### src/rtl/multicycle_cpu_ctrl_if.sv
// Bus bundle between the multi-cycle sequencer and its datapath, decoder and memories.
// master = sequencer side, slave = datapath/memory side.
interface multicycle_cpu_ctrl_if #(
  parameter int unsigned XLEN = 32
);
  logic            imem_req;
  logic [XLEN-1:0] imem_addr;
  logic            imem_ack;
  logic [31:0]     imem_rdata;
  logic [31:0]     ir;
  logic [XLEN-1:0] pc;
  logic            is_load;
  logic            is_store;
  logic            is_halt;
  logic            reg_we;
  logic [XLEN-1:0] alu_result;
  logic [XLEN-1:0] npc;
  logic [XLEN-1:0] store_data;
  logic            dmem_req;
  logic            dmem_we;
  logic [XLEN-1:0] dmem_addr;
  logic [XLEN-1:0] dmem_wdata;
  logic            dmem_ack;
  logic [XLEN-1:0] dmem_rdata;
  logic            rf_we;
  logic [XLEN-1:0] wb_data;
  logic            halted;
  logic            trap;

  modport master (
    output imem_req, imem_addr, ir, pc,
    output dmem_req, dmem_we, dmem_addr, dmem_wdata,
    output rf_we, wb_data, halted, trap,
    input  imem_ack, imem_rdata,
    input  is_load, is_store, is_halt, reg_we,
    input  alu_result, npc, store_data,
    input  dmem_ack, dmem_rdata
  );

  modport slave (
    input  imem_req, imem_addr, ir, pc,
    input  dmem_req, dmem_we, dmem_addr, dmem_wdata,
    input  rf_we, wb_data, halted, trap,
    output imem_ack, imem_rdata,
    output is_load, is_store, is_halt, reg_we,
    output alu_result, npc, store_data,
    output dmem_ack, dmem_rdata
  );
endinterface

### src/rtl/multicycle_cpu_ctrl.sv
// Multi-cycle FETCH/DECODE/EXEC/MEM/WB sequencer for the RV32I core; owns PC, IR and staging registers.
// Optional PERF_CNT_EN macro adds cycle_cnt / instret_cnt outputs.
module multicycle_cpu_ctrl #(
  parameter int unsigned      XLEN        = 32,
  parameter logic [XLEN-1:0]  RESET_PC    = '0,
  parameter int unsigned      MEM_TIMEOUT = 15
) (
  input  logic                 clk,
  input  logic                 rst,
  multicycle_cpu_ctrl_if.master bus
`ifdef PERF_CNT_EN
  ,
  output logic [63:0]          cycle_cnt,
  output logic [63:0]          instret_cnt
`endif
);

  localparam int unsigned WAIT_W     = (MEM_TIMEOUT < 2) ? 1 : $clog2(MEM_TIMEOUT + 1);
  localparam bit          TIMEOUT_EN = (MEM_TIMEOUT != 0);
  localparam logic [WAIT_W-1:0] WAIT_MAX = '1;
  localparam logic [WAIT_W-1:0] WAIT_LIM = WAIT_W'(MEM_TIMEOUT);

  typedef enum logic [2:0] {
    S_FETCH  = 3'd0,
    S_DECODE = 3'd1,
    S_EXEC   = 3'd2,
    S_MEM    = 3'd3,
    S_WB     = 3'd4,
    S_HALT   = 3'd5,
    S_TRAP   = 3'd6
  } state_e;

  state_e            state_q, state_d;
  logic [XLEN-1:0]   pc_q, pc_d;
  logic [31:0]       ir_q, ir_d;
  logic [XLEN-1:0]   alu_q, alu_d;
  logic [XLEN-1:0]   npc_q, npc_d;
  logic [XLEN-1:0]   sd_q, sd_d;
  logic [XLEN-1:0]   ld_q, ld_d;
  logic              ld_flag_q, ld_flag_d;
  logic              st_flag_q, st_flag_d;
  logic [WAIT_W-1:0] wait_q, wait_d;
  logic [XLEN-1:0]   wb_data_q, wb_data_d;
  logic              halted_q, halted_d;
  logic              trap_q, trap_d;
  logic              imem_req_q, imem_req_d;
  logic              dmem_req_q, dmem_req_d;
  logic              dmem_we_q, dmem_we_d;
  logic              rf_we_q, rf_we_d;
  logic [WAIT_W-1:0] wait_inc;
  logic              timed_out;

  // State and staging registers; the reset state is FETCH, so the fetch request is up from the first cycle.
  always_ff @(posedge clk) begin
    if (rst) begin
      state_q    <= S_FETCH;
      pc_q       <= RESET_PC;
      ir_q       <= '0;
      alu_q      <= '0;
      npc_q      <= '0;
      sd_q       <= '0;
      ld_q       <= '0;
      ld_flag_q  <= 1'b0;
      st_flag_q  <= 1'b0;
      wait_q     <= '0;
      wb_data_q  <= '0;
      halted_q   <= 1'b0;
      trap_q     <= 1'b0;
      imem_req_q <= 1'b1;
      dmem_req_q <= 1'b0;
      dmem_we_q  <= 1'b0;
      rf_we_q    <= 1'b0;
    end else begin
      state_q    <= state_d;
      pc_q       <= pc_d;
      ir_q       <= ir_d;
      alu_q      <= alu_d;
      npc_q      <= npc_d;
      sd_q       <= sd_d;
      ld_q       <= ld_d;
      ld_flag_q  <= ld_flag_d;
      st_flag_q  <= st_flag_d;
      wait_q     <= wait_d;
      wb_data_q  <= wb_data_d;
      halted_q   <= halted_d;
      trap_q     <= trap_d;
      imem_req_q <= imem_req_d;
      dmem_req_q <= dmem_req_d;
      dmem_we_q  <= dmem_we_d;
      rf_we_q    <= rf_we_d;
    end
  end

  // Saturating wait count for the cycle in progress if it goes unacknowledged.
  assign wait_inc  = (wait_q == WAIT_MAX) ? wait_q : wait_q + WAIT_W'(1);
  assign timed_out = TIMEOUT_EN && (wait_inc == WAIT_LIM);

  // Next-state and staging logic; strobes are registered off the next state so they align with it.
  always_comb begin
    state_d   = state_q;
    pc_d      = pc_q;
    ir_d      = ir_q;
    alu_d     = alu_q;
    npc_d     = npc_q;
    sd_d      = sd_q;
    ld_d      = ld_q;
    ld_flag_d = ld_flag_q;
    st_flag_d = st_flag_q;
    wait_d    = wait_q;
    halted_d  = halted_q;
    trap_d    = trap_q;

    unique case (state_q)
      S_FETCH: begin
        if (bus.imem_ack) begin
          ir_d    = bus.imem_rdata;
          wait_d  = '0;
          state_d = S_DECODE;
        end else begin
          wait_d = wait_inc;
          if (timed_out) begin
            trap_d  = 1'b1;
            state_d = S_TRAP;
          end
        end
      end
      S_DECODE: begin
        if (bus.is_halt) begin
          halted_d = 1'b1;
          state_d  = S_HALT;
        end else begin
          state_d = S_EXEC;
        end
      end
      S_EXEC: begin
        alu_d     = bus.alu_result;
        npc_d     = bus.npc;
        sd_d      = bus.store_data;
        ld_flag_d = bus.is_load;
        // A word flagged as both load and store is executed as a load.
        st_flag_d = bus.is_store & ~bus.is_load;
        wait_d    = '0;
        state_d   = (bus.is_load | bus.is_store) ? S_MEM : S_WB;
      end
      S_MEM: begin
        if (bus.dmem_ack) begin
          if (ld_flag_q) ld_d = bus.dmem_rdata;
          wait_d  = '0;
          state_d = S_WB;
        end else begin
          wait_d = wait_inc;
          if (timed_out) begin
            trap_d  = 1'b1;
            state_d = S_TRAP;
          end
        end
      end
      S_WB: begin
        pc_d    = npc_q;
        wait_d  = '0;
        state_d = S_FETCH;
      end
      S_HALT:  state_d = S_HALT;
      S_TRAP:  state_d = S_TRAP;
      default: state_d = S_FETCH;
    endcase

    imem_req_d = (state_d == S_FETCH);
    dmem_req_d = (state_d == S_MEM);
    dmem_we_d  = (state_d == S_MEM) & st_flag_d;
    rf_we_d    = (state_d == S_WB) & bus.reg_we & ~st_flag_d;
    wb_data_d  = wb_data_q;
    if (state_d == S_WB) wb_data_d = ld_flag_d ? ld_d : alu_d;
  end

  assign bus.imem_req   = imem_req_q;
  assign bus.imem_addr  = pc_q;
  assign bus.ir         = ir_q;
  assign bus.pc         = pc_q;
  assign bus.dmem_req   = dmem_req_q;
  assign bus.dmem_we    = dmem_we_q;
  assign bus.dmem_addr  = alu_q;
  assign bus.dmem_wdata = sd_q;
  assign bus.rf_we      = rf_we_q;
  assign bus.wb_data    = wb_data_q;
  assign bus.halted     = halted_q;
  assign bus.trap       = trap_q;

`ifdef PERF_CNT_EN
  logic [63:0] cycle_cnt_q;
  logic [63:0] instret_cnt_q;

  // Cycle count freezes once terminal; instret counts write-back cycles.
  always_ff @(posedge clk) begin
    if (rst) begin
      cycle_cnt_q   <= '0;
      instret_cnt_q <= '0;
    end else begin
      if (state_q != S_HALT && state_q != S_TRAP) cycle_cnt_q <= cycle_cnt_q + 64'd1;
      if (state_q == S_WB) instret_cnt_q <= instret_cnt_q + 64'd1;
    end
  end

  assign cycle_cnt   = cycle_cnt_q;
  assign instret_cnt = instret_cnt_q;
`endif

endmodule

### src/flat_wrapper.sv
// flat-port wrapper written by rule: the top's interface ports become plain ports
module multicycle_cpu_ctrl_flat 
#(
  parameter int unsigned      XLEN        = 32,
  parameter logic [XLEN-1:0]  RESET_PC    = '0,
  parameter int unsigned      MEM_TIMEOUT = 15
)
  (clk, rst, bus_imem_req, bus_imem_addr, bus_ir, bus_pc, bus_dmem_req, bus_dmem_we, bus_dmem_addr, bus_dmem_wdata, bus_rf_we, bus_wb_data, bus_halted, bus_trap, bus_imem_ack, bus_imem_rdata, bus_is_load, bus_is_store, bus_is_halt, bus_reg_we, bus_alu_result, bus_npc, bus_store_data, bus_dmem_ack, bus_dmem_rdata);
  multicycle_cpu_ctrl_if #(.XLEN(XLEN)) bus_i ();
  input  logic clk;
  input  logic rst;
  output wire logic [$bits(bus_i.imem_req)-1:0] bus_imem_req;
  output wire logic [$bits(bus_i.imem_addr)-1:0] bus_imem_addr;
  output wire logic [$bits(bus_i.ir)-1:0] bus_ir;
  output wire logic [$bits(bus_i.pc)-1:0] bus_pc;
  output wire logic [$bits(bus_i.dmem_req)-1:0] bus_dmem_req;
  output wire logic [$bits(bus_i.dmem_we)-1:0] bus_dmem_we;
  output wire logic [$bits(bus_i.dmem_addr)-1:0] bus_dmem_addr;
  output wire logic [$bits(bus_i.dmem_wdata)-1:0] bus_dmem_wdata;
  output wire logic [$bits(bus_i.rf_we)-1:0] bus_rf_we;
  output wire logic [$bits(bus_i.wb_data)-1:0] bus_wb_data;
  output wire logic [$bits(bus_i.halted)-1:0] bus_halted;
  output wire logic [$bits(bus_i.trap)-1:0] bus_trap;
  input wire logic [$bits(bus_i.imem_ack)-1:0] bus_imem_ack;
  input wire logic [$bits(bus_i.imem_rdata)-1:0] bus_imem_rdata;
  input wire logic [$bits(bus_i.is_load)-1:0] bus_is_load;
  input wire logic [$bits(bus_i.is_store)-1:0] bus_is_store;
  input wire logic [$bits(bus_i.is_halt)-1:0] bus_is_halt;
  input wire logic [$bits(bus_i.reg_we)-1:0] bus_reg_we;
  input wire logic [$bits(bus_i.alu_result)-1:0] bus_alu_result;
  input wire logic [$bits(bus_i.npc)-1:0] bus_npc;
  input wire logic [$bits(bus_i.store_data)-1:0] bus_store_data;
  input wire logic [$bits(bus_i.dmem_ack)-1:0] bus_dmem_ack;
  input wire logic [$bits(bus_i.dmem_rdata)-1:0] bus_dmem_rdata;
  assign bus_imem_req = bus_i.imem_req;
  assign bus_imem_addr = bus_i.imem_addr;
  assign bus_ir = bus_i.ir;
  assign bus_pc = bus_i.pc;
  assign bus_dmem_req = bus_i.dmem_req;
  assign bus_dmem_we = bus_i.dmem_we;
  assign bus_dmem_addr = bus_i.dmem_addr;
  assign bus_dmem_wdata = bus_i.dmem_wdata;
  assign bus_rf_we = bus_i.rf_we;
  assign bus_wb_data = bus_i.wb_data;
  assign bus_halted = bus_i.halted;
  assign bus_trap = bus_i.trap;
  assign bus_i.imem_ack = bus_imem_ack;
  assign bus_i.imem_rdata = bus_imem_rdata;
  assign bus_i.is_load = bus_is_load;
  assign bus_i.is_store = bus_is_store;
  assign bus_i.is_halt = bus_is_halt;
  assign bus_i.reg_we = bus_reg_we;
  assign bus_i.alu_result = bus_alu_result;
  assign bus_i.npc = bus_npc;
  assign bus_i.store_data = bus_store_data;
  assign bus_i.dmem_ack = bus_dmem_ack;
  assign bus_i.dmem_rdata = bus_dmem_rdata;
  multicycle_cpu_ctrl #(.XLEN(XLEN), .RESET_PC(RESET_PC), .MEM_TIMEOUT(MEM_TIMEOUT)) u_core (.clk(clk), .rst(rst), .bus(bus_i));
endmodule
### config.mk
export PLATFORM = sky130hd
export DESIGN_NAME = multicycle_cpu_ctrl_flat
export DESIGN_NICKNAME = d
export VERILOG_FILES = /design/src/rtl/multicycle_cpu_ctrl_if.sv /design/src/rtl/multicycle_cpu_ctrl.sv /design/src/flat_wrapper.sv
export SDC_FILE = /design/constraint.sdc
export NUM_CORES = 1
export LEC_CHECK = 0
export CORE_ASPECT_RATIO = 0.75
export CORE_MARGIN = 5
export CORE_UTILIZATION = 50
export DETAILED_ROUTE_END_ITERATION = 16
export DONT_BUFFER_PORTS = 1
export MAX_ROUTING_LAYER = met4
export PLACE_DENSITY = 0.69
export SLEW_MARGIN = 10
export SYNTH_ARGS = -nofsm -noshare
export SYNTH_HDL_FRONTEND = slang
export SYNTH_SLANG_ARGS = --single-unit
export TNS_END_PERCENT = 1
### constraint.sdc
create_clock -name clk -period 2.3 [get_ports clk]
set_input_delay 0.23 -clock clk [delete_from_list [all_inputs] [get_ports clk]]
set_output_delay 0.23 -clock clk [all_outputs]
set_load 0.02 [all_outputs]
==> flow_metrics.tcl, run 1 <==
set metrics [dict create \
    synthCells 1067 \
    cts.sinks 239 \
    grt_pass1_vias 7927 \
    cts_setup_buffers 0 \
    die_h_um 129 \
    synth_cell_types 43 \
    holdWs_ns 0.0318 \
    diodes 0 \
    hpwlAfterDp_mm 15.4 \
    outcome "complete, no violations" \
    hold_path_class "in2reg" \
    seq_area_frac_synth 0.504 \
    crit_path_end_kind "flop" \
    ys.flop_type "dfxtp_1" \
    reg2reg_depth 5 \
    die-area_mm2 0.0219 \
    drtPass1Iterations 5 \
    syn_nets 1236 \
    cp.required_ns 2.68 \
    critPathArrivalTime_ns 2.60 \
    final.setup_skew_ns 0.00736 \
    antenna_found_initial 0 \
    timing_hold_violations_final 0 \
    max_cap_violations 0 \
    cts.htree.levels 1 \
    initial_core_util 0.511 \
    pwr-share-clk 0.425 \
    synth-edff-count 0 \
    intPower_mw 7.24 \
    port_buffers 0 \
    cp-start-kind "flop" \
    synth_xor_xnor_area_share 0.00185 \
    overflow 0 \
    r2r_slack_ns 0.08 \
    syn-cell-area_mm2 0.00949 \
    final_core_util 0.659 \
    synth_top_family_by_area "simple AND/OR/NAND/NOR gates" \
    wl_per_cell_um 18.3 \
    grt_use_total 0.238 \
    synthArstFlopShare 0 \
    drive_gt1_frac 0.0867 \
    cts-buffers-inserted 23 \
    root_buffer "clkbuf_16" \
    worstMarginPinSlew_ns 0.626 \
    wl_mm 26.7 \
    netSwitchingPower_mw 2.30 \
    final_common_cell "nand2_1" \
    finalCritPeriodShare 0.964 \
    ys_seq_elements 239 \
    viasPerCell 5.36 \
    final-setup-viol-count 0 \
    slew_viol_final 0 \
    crit_type "reg2reg" \
    grt_start_max_net_pins 149 \
    cts_buffer_depth 3 \
    layout_common_cells "nand2_1, dfxtp_1, dlygate4sd3_1" \
    ios 366 \
    p_leak_nw 5.05 \
    combPwrFrac 0.098 \
    synth-simple-area-share 0.174 \
    path_clk_slew_ns 0.06 \
    yosys_warnings 0 \
    cts_tree "built" \
    fin_crit_ns 2.22 \
    seqPwrFrac 0.477 \
    area_growth_pct 29.0 \
    cp_max_fo 37 \
    worst_slew_margin_rel 0.583 \
    synthAdderAreaFrac 0.00132 \
    fmax_mhz 451 \
    min_path_cells 2 \
    std_cell_rows 43 \
    p_sw_frac 0.241 \
    clock_latency_ns 0.50 \
    core_mm2 0.0186 \
    setup-tns-final_ns 0 \
    vias 7818 \
    ant_nets 0 \
    gp_congestion 0.812 \
    synth-compound-area-share 0.133 \
    postSynthAreaPerCell_um2 8.89 \
    drc 0 \
    peakVddDrop_mv 0.636 \
    grt_pass1_wl_mm 41.5 \
    synthMuxAreaShare 0.120 \
    nets 1366 \
    cellPowerDensity_mw_per_mm2 780 \
    drt_iter0_drc 517 \
    die_width_um 169 \
]
registers in the layout, summed over array words and instances, names as in the netlist:
register	flops
u_core.bus.ir	32
u_core.bus.imem_addr	32
u_core.state_q	3
u_core.bus.halted	1
u_core.bus.imem_req	1
u_core.bus.trap	1
u_core.ld_flag_q	1
u_core.ld_q	32
u_core.bus.dmem_addr	32
u_core.bus.dmem_req	1
u_core.bus.wb_data	32
u_core.bus.dmem_wdata	32
u_core.npc_q	32
u_core.wait_q	4
u_core.bus.rf_we	1
u_core.st_flag_q	1
u_core.bus.dmem_we	1
synthesized netlist by cell type (all sizes together), types with 2 or more instances:
cell,count,area share
nand2,268,0.11
dfxtp,239,0.50
a21oi,170,0.090
nor2,72,0.028
mux2i,65,0.070
buf,61,0.045
clkbuf,48,0.019
nor2b,37,0.024
a21o,33,0.026
mux2,32,0.050
nand3b,4,0.0032
o21ai,4,0.0021
a211oi,3,0.0037
and3,3,0.0020
inv,3,0.0012
nand3,3,0.0029
a2111oi,2,0.0032
nor3b,2,0.0016
or3,2,0.0013
xnor2,2,0.0018
final timing paths:
kind                         endpoint              start
max           u_core.bus.dmem_addr[1]  u_core.state_q[1]
min            u_core.bus.wb_data[12]                rst
max reg2reg   u_core.bus.dmem_addr[1]  u_core.state_q[1]
min reg2reg  u_core.bus.imem_addr[28]   u_core.npc_q[28]
power groups by stage:
stage	clock network, mW	logic (mW)	registers, mW
final	4.05	0.933	4.55
after global routing	4.30	1.03	4.57
after CTS	4.12	0.911	4.55
after detailed placement	0	0.668	4.64
after global placement	0	0.654	4.64
after floorplan	0	0.613	4.58
per-stage QoR:
stage | total power [mW] | std cells | cell area (um2) | setup WS (ns)
5_1_grt | 9.90 | 1458 | 12200 | -0.00825
6_report | 9.54 | 1458 | 12200 | 0.0832
3_3_place_gp | 5.29 | 1223 | 9410 | 0.169
4_1_cts | 9.58 | 1458 | 12200 | 0.0179
3_5_place_dp | 5.31 | 1223 | 9410 | 0.124
2_1_floorplan | 5.20 | 1067 | 9490 | 0.262
final cells by class:
cell class	instances	area [um2]
Clock buffer	32	679
Clock inverter	7	135
Fill cell	1430	6330
Inverter	3	11.3
Multi-Input combinational cell	716	4110
Sequential cell	239	4790
Tap cell	247	309
Timing Repair Buffer	214	2200
cell families (layout without fill, tap and decap cells):
group	count (synthesis)	count (layout)
xor gates and xnor gates	2	2
adders and majority gates	1	1
DFF	239	239
AOI/OAI and AO/OA	220	220
buffers and inverters	112	256
and+or+nand+nor	396	396
muxes	97	97
routing by layer:
metal  global-route usage  wire [um]  up-vias
met5                    -          0        -
met1                0.274      10400     3673
met2                0.406      13100      340
li1                     -          -     3755
met3               0.0750       2630       50
met4               0.0601        626        0
repair_timing:
action / CTS / global route
endpoints found under the setup margin: 0 / 91
endpoints found under the hold margin: 220 / 0
resized for setup: 0 / 9
hold buffers: 196 / 0
critical path, cell delays in order (launching register included):
cell	delay, ns
dfxtp_2	0.45
nor3b_4	0.31
buf_12	0.28
mux2i_1	0.35
nor2_1	0.08
dlygate4sd3_1	0.58
No activity file was read; power rests on OpenSTA's default activity.
==> inputs of run 2 (changes only) <==
- REMOVE_ABC_BUFFERS: default -> 1
==> flow_metrics.tcl, run 2 (synthesis gave the netlist of run 1 again) <==
set metrics [dict create \
    finalCritPeriodShare 0.963 \
    cts_buffer_depth 3 \
    timing_hold_violations_final 0 \
    area_growth_pct 29.8 \
    final.setup_skew_ns 0.00542 \
    min_path_cells 2 \
    final_cell_count_no_fill 1469 \
    slew_viol_final 0 \
    die_width_um 169 \
    met2_usage 0.444 \
    crit_start "u_core.state_q[1]" \
    placed_cells 1225 \
    rsz0062_at_grt "yes" \
    worstSetupEndpoint "u_core.wait_q[3]" \
    cp_common_cell "buf_4" \
    final-setup-viol-count 0 \
    cp.required_ns 2.75 \
    ios 366 \
    hold_path_class "in2reg" \
    vias 7927 \
    cts.sinks 239 \
    antenna_found_initial 0 \
    placed_cell_area_mm2 0.00942 \
    drt_iter0_drc 551 \
    grt_pass1_wl_mm 44.2 \
    grt_start_max_net_pins 149 \
    grt_pass1_vias 8184 \
    fmax_mhz 452 \
    peakVddDrop_mv 0.521 \
    critPathArrivalTime_ns 2.66 \
    final_common_cell "nand2_1" \
    r2r-start "u_core.state_q[1]" \
    outcome "complete, no violations" \
    nets 1374 \
    diodes 0 \
    core_mm2 0.0186 \
    max_cap_violations 0 \
    crit_path_end_kind "flop" \
    critPathMaxStageDelay_ns 0.56 \
    worst_slew_margin_rel 0.470 \
    met1_usage 0.275 \
    r2r-end "u_core.wait_q[3]" \
    die_h_um 129 \
    grt_use_total 0.259 \
    slowest_stage "dlygate4sd3_1" \
    drive_gt1_frac 0.0900 \
    drc 0 \
    crit_chain "buf_4 > or3_1 > a21oi_2 > buf_4 > a21oi_1 > a211oi_1 > dlygate4sd3_1" \
    ant_nets 0 \
    clock_latency_ns 0.50 \
    cts-buffers-inserted 24 \
    hpwlAfterDp_mm 16.7 \
    wl_per_cell_um 19.6 \
    cp-start-kind "flop" \
    root_buffer "clkbuf_16" \
    drtPass1Iterations 5 \
    layout_common_cells "nand2_1, dfxtp_1, dlygate4sd3_1" \
    cts_tree "built" \
    reg2reg_depth 7 \
    cp_max_fo 8 \
    p_leak_nw 5.10 \
    fin_crit_ns 2.21 \
    gr-usage-met3 0.0985 \
    holdWs_ns 0.0259 \
    setup-tns-final_ns 0 \
    path_clk_slew_ns 0.06 \
    cts.htree.levels 1 \
    cellPowerDensity_mw_per_mm2 780 \
    crit_type "reg2reg" \
    die-area_mm2 0.0219 \
    r2r_slack_ns 0.09 \
    worstMarginPinSlew_ns 0.794 \
    total_power_mw 9.60 \
    grt_busiest_layer "met2" \
    gp_congestion 0.854 \
    nFillCells 1403 \
    overflow 0 \
    wl_mm 28.9 \
    initial_core_util 0.511 \
    std_cell_rows 43 \
    port_buffers 0 \
    viasPerCell 5.40 \
    final_cell_area_mm2 0.0123 \
]
[run 2: layout make-up]
type | instances | area [um2] | area share
clock inverters | 11 | 138 | 0.0112
inverters | 3 | 11.3 | 0.000915
well taps | 247 | 309 | 0.0251
clock buffers | 32 | 702 | 0.0570
repair buffers | 221 | 2260 | 0.183
multi-input cells | 716 | 4110 | 0.334
flip-flops and latches | 239 | 4790 | 0.389
[run 2: where the power goes]
group	switching [mW]	leakage (nW)	internal (mW)
Clock	1.63	0.421	2.48
Sequential	0.262	1.93	4.29
Combinational	0.502	2.74	0.438
[run 2: what timing repair did]
| item | in CTS | in global routing |
|---|---|---|
| hold buffers | 201 | 0 |
| gates resized for setup | 0 | 6 |
| buffers inserted | 0 | 0 |
| hold endpoints to repair | 215 | 0 |
| setup endpoints to repair | 0 | 85 |
[run 2: stage by stage]
| step | utilization | setup WS (ns) |
|---|---|---|
| floorplan | - | -6.94 |
| global route | 0.663 | -0.0404 |
| finish | 0.663 | 0.0857 |
| global placement | 0.508 | 0.134 |
| CTS | 0.662 | 0.0674 |
| detailed placement | 0.508 | 0.0759 |
[run 2: critical path: cells and delay by family, from the launching register on]
family | cells | cell delay (ns)
AOI/OAI and AO/OA | 3 | 0.47
buffers and inverters | 3 | 0.91
DFF | 1 | 0.37
and+or+nand+nor | 1 | 0.41
[run 2: worst min-delay path by stage]
stage / slack, ns / startpoint / to
floorplan: 0.30 / rst / u_core.bus.dmem_wdata[0]
global placement: 0.32 / rst / u_core.bus.dmem_addr[4]
detailed placement: 0.32 / rst / u_core.bus.dmem_addr[4]
CTS: 0.0007 / rst / u_core.bus.wb_data[17]
global route: 0.01 / rst / u_core.bus.wb_data[13]
finish: 0.03 / rst / u_core.bus.wb_data[24]
[run 2: routing by layer]
metal  vias up  wire, um
li1       3782         -
met1      3723     10800
met2       346     14100
met3        76      3000
met4         0      1010
met5         -         0
==> inputs of run 3 (changes only) <==
- REMOVE_ABC_BUFFERS: 1 -> default
==> results of run 3 <==
The final DEF is identical to that of run 1; final timing and power are the same.
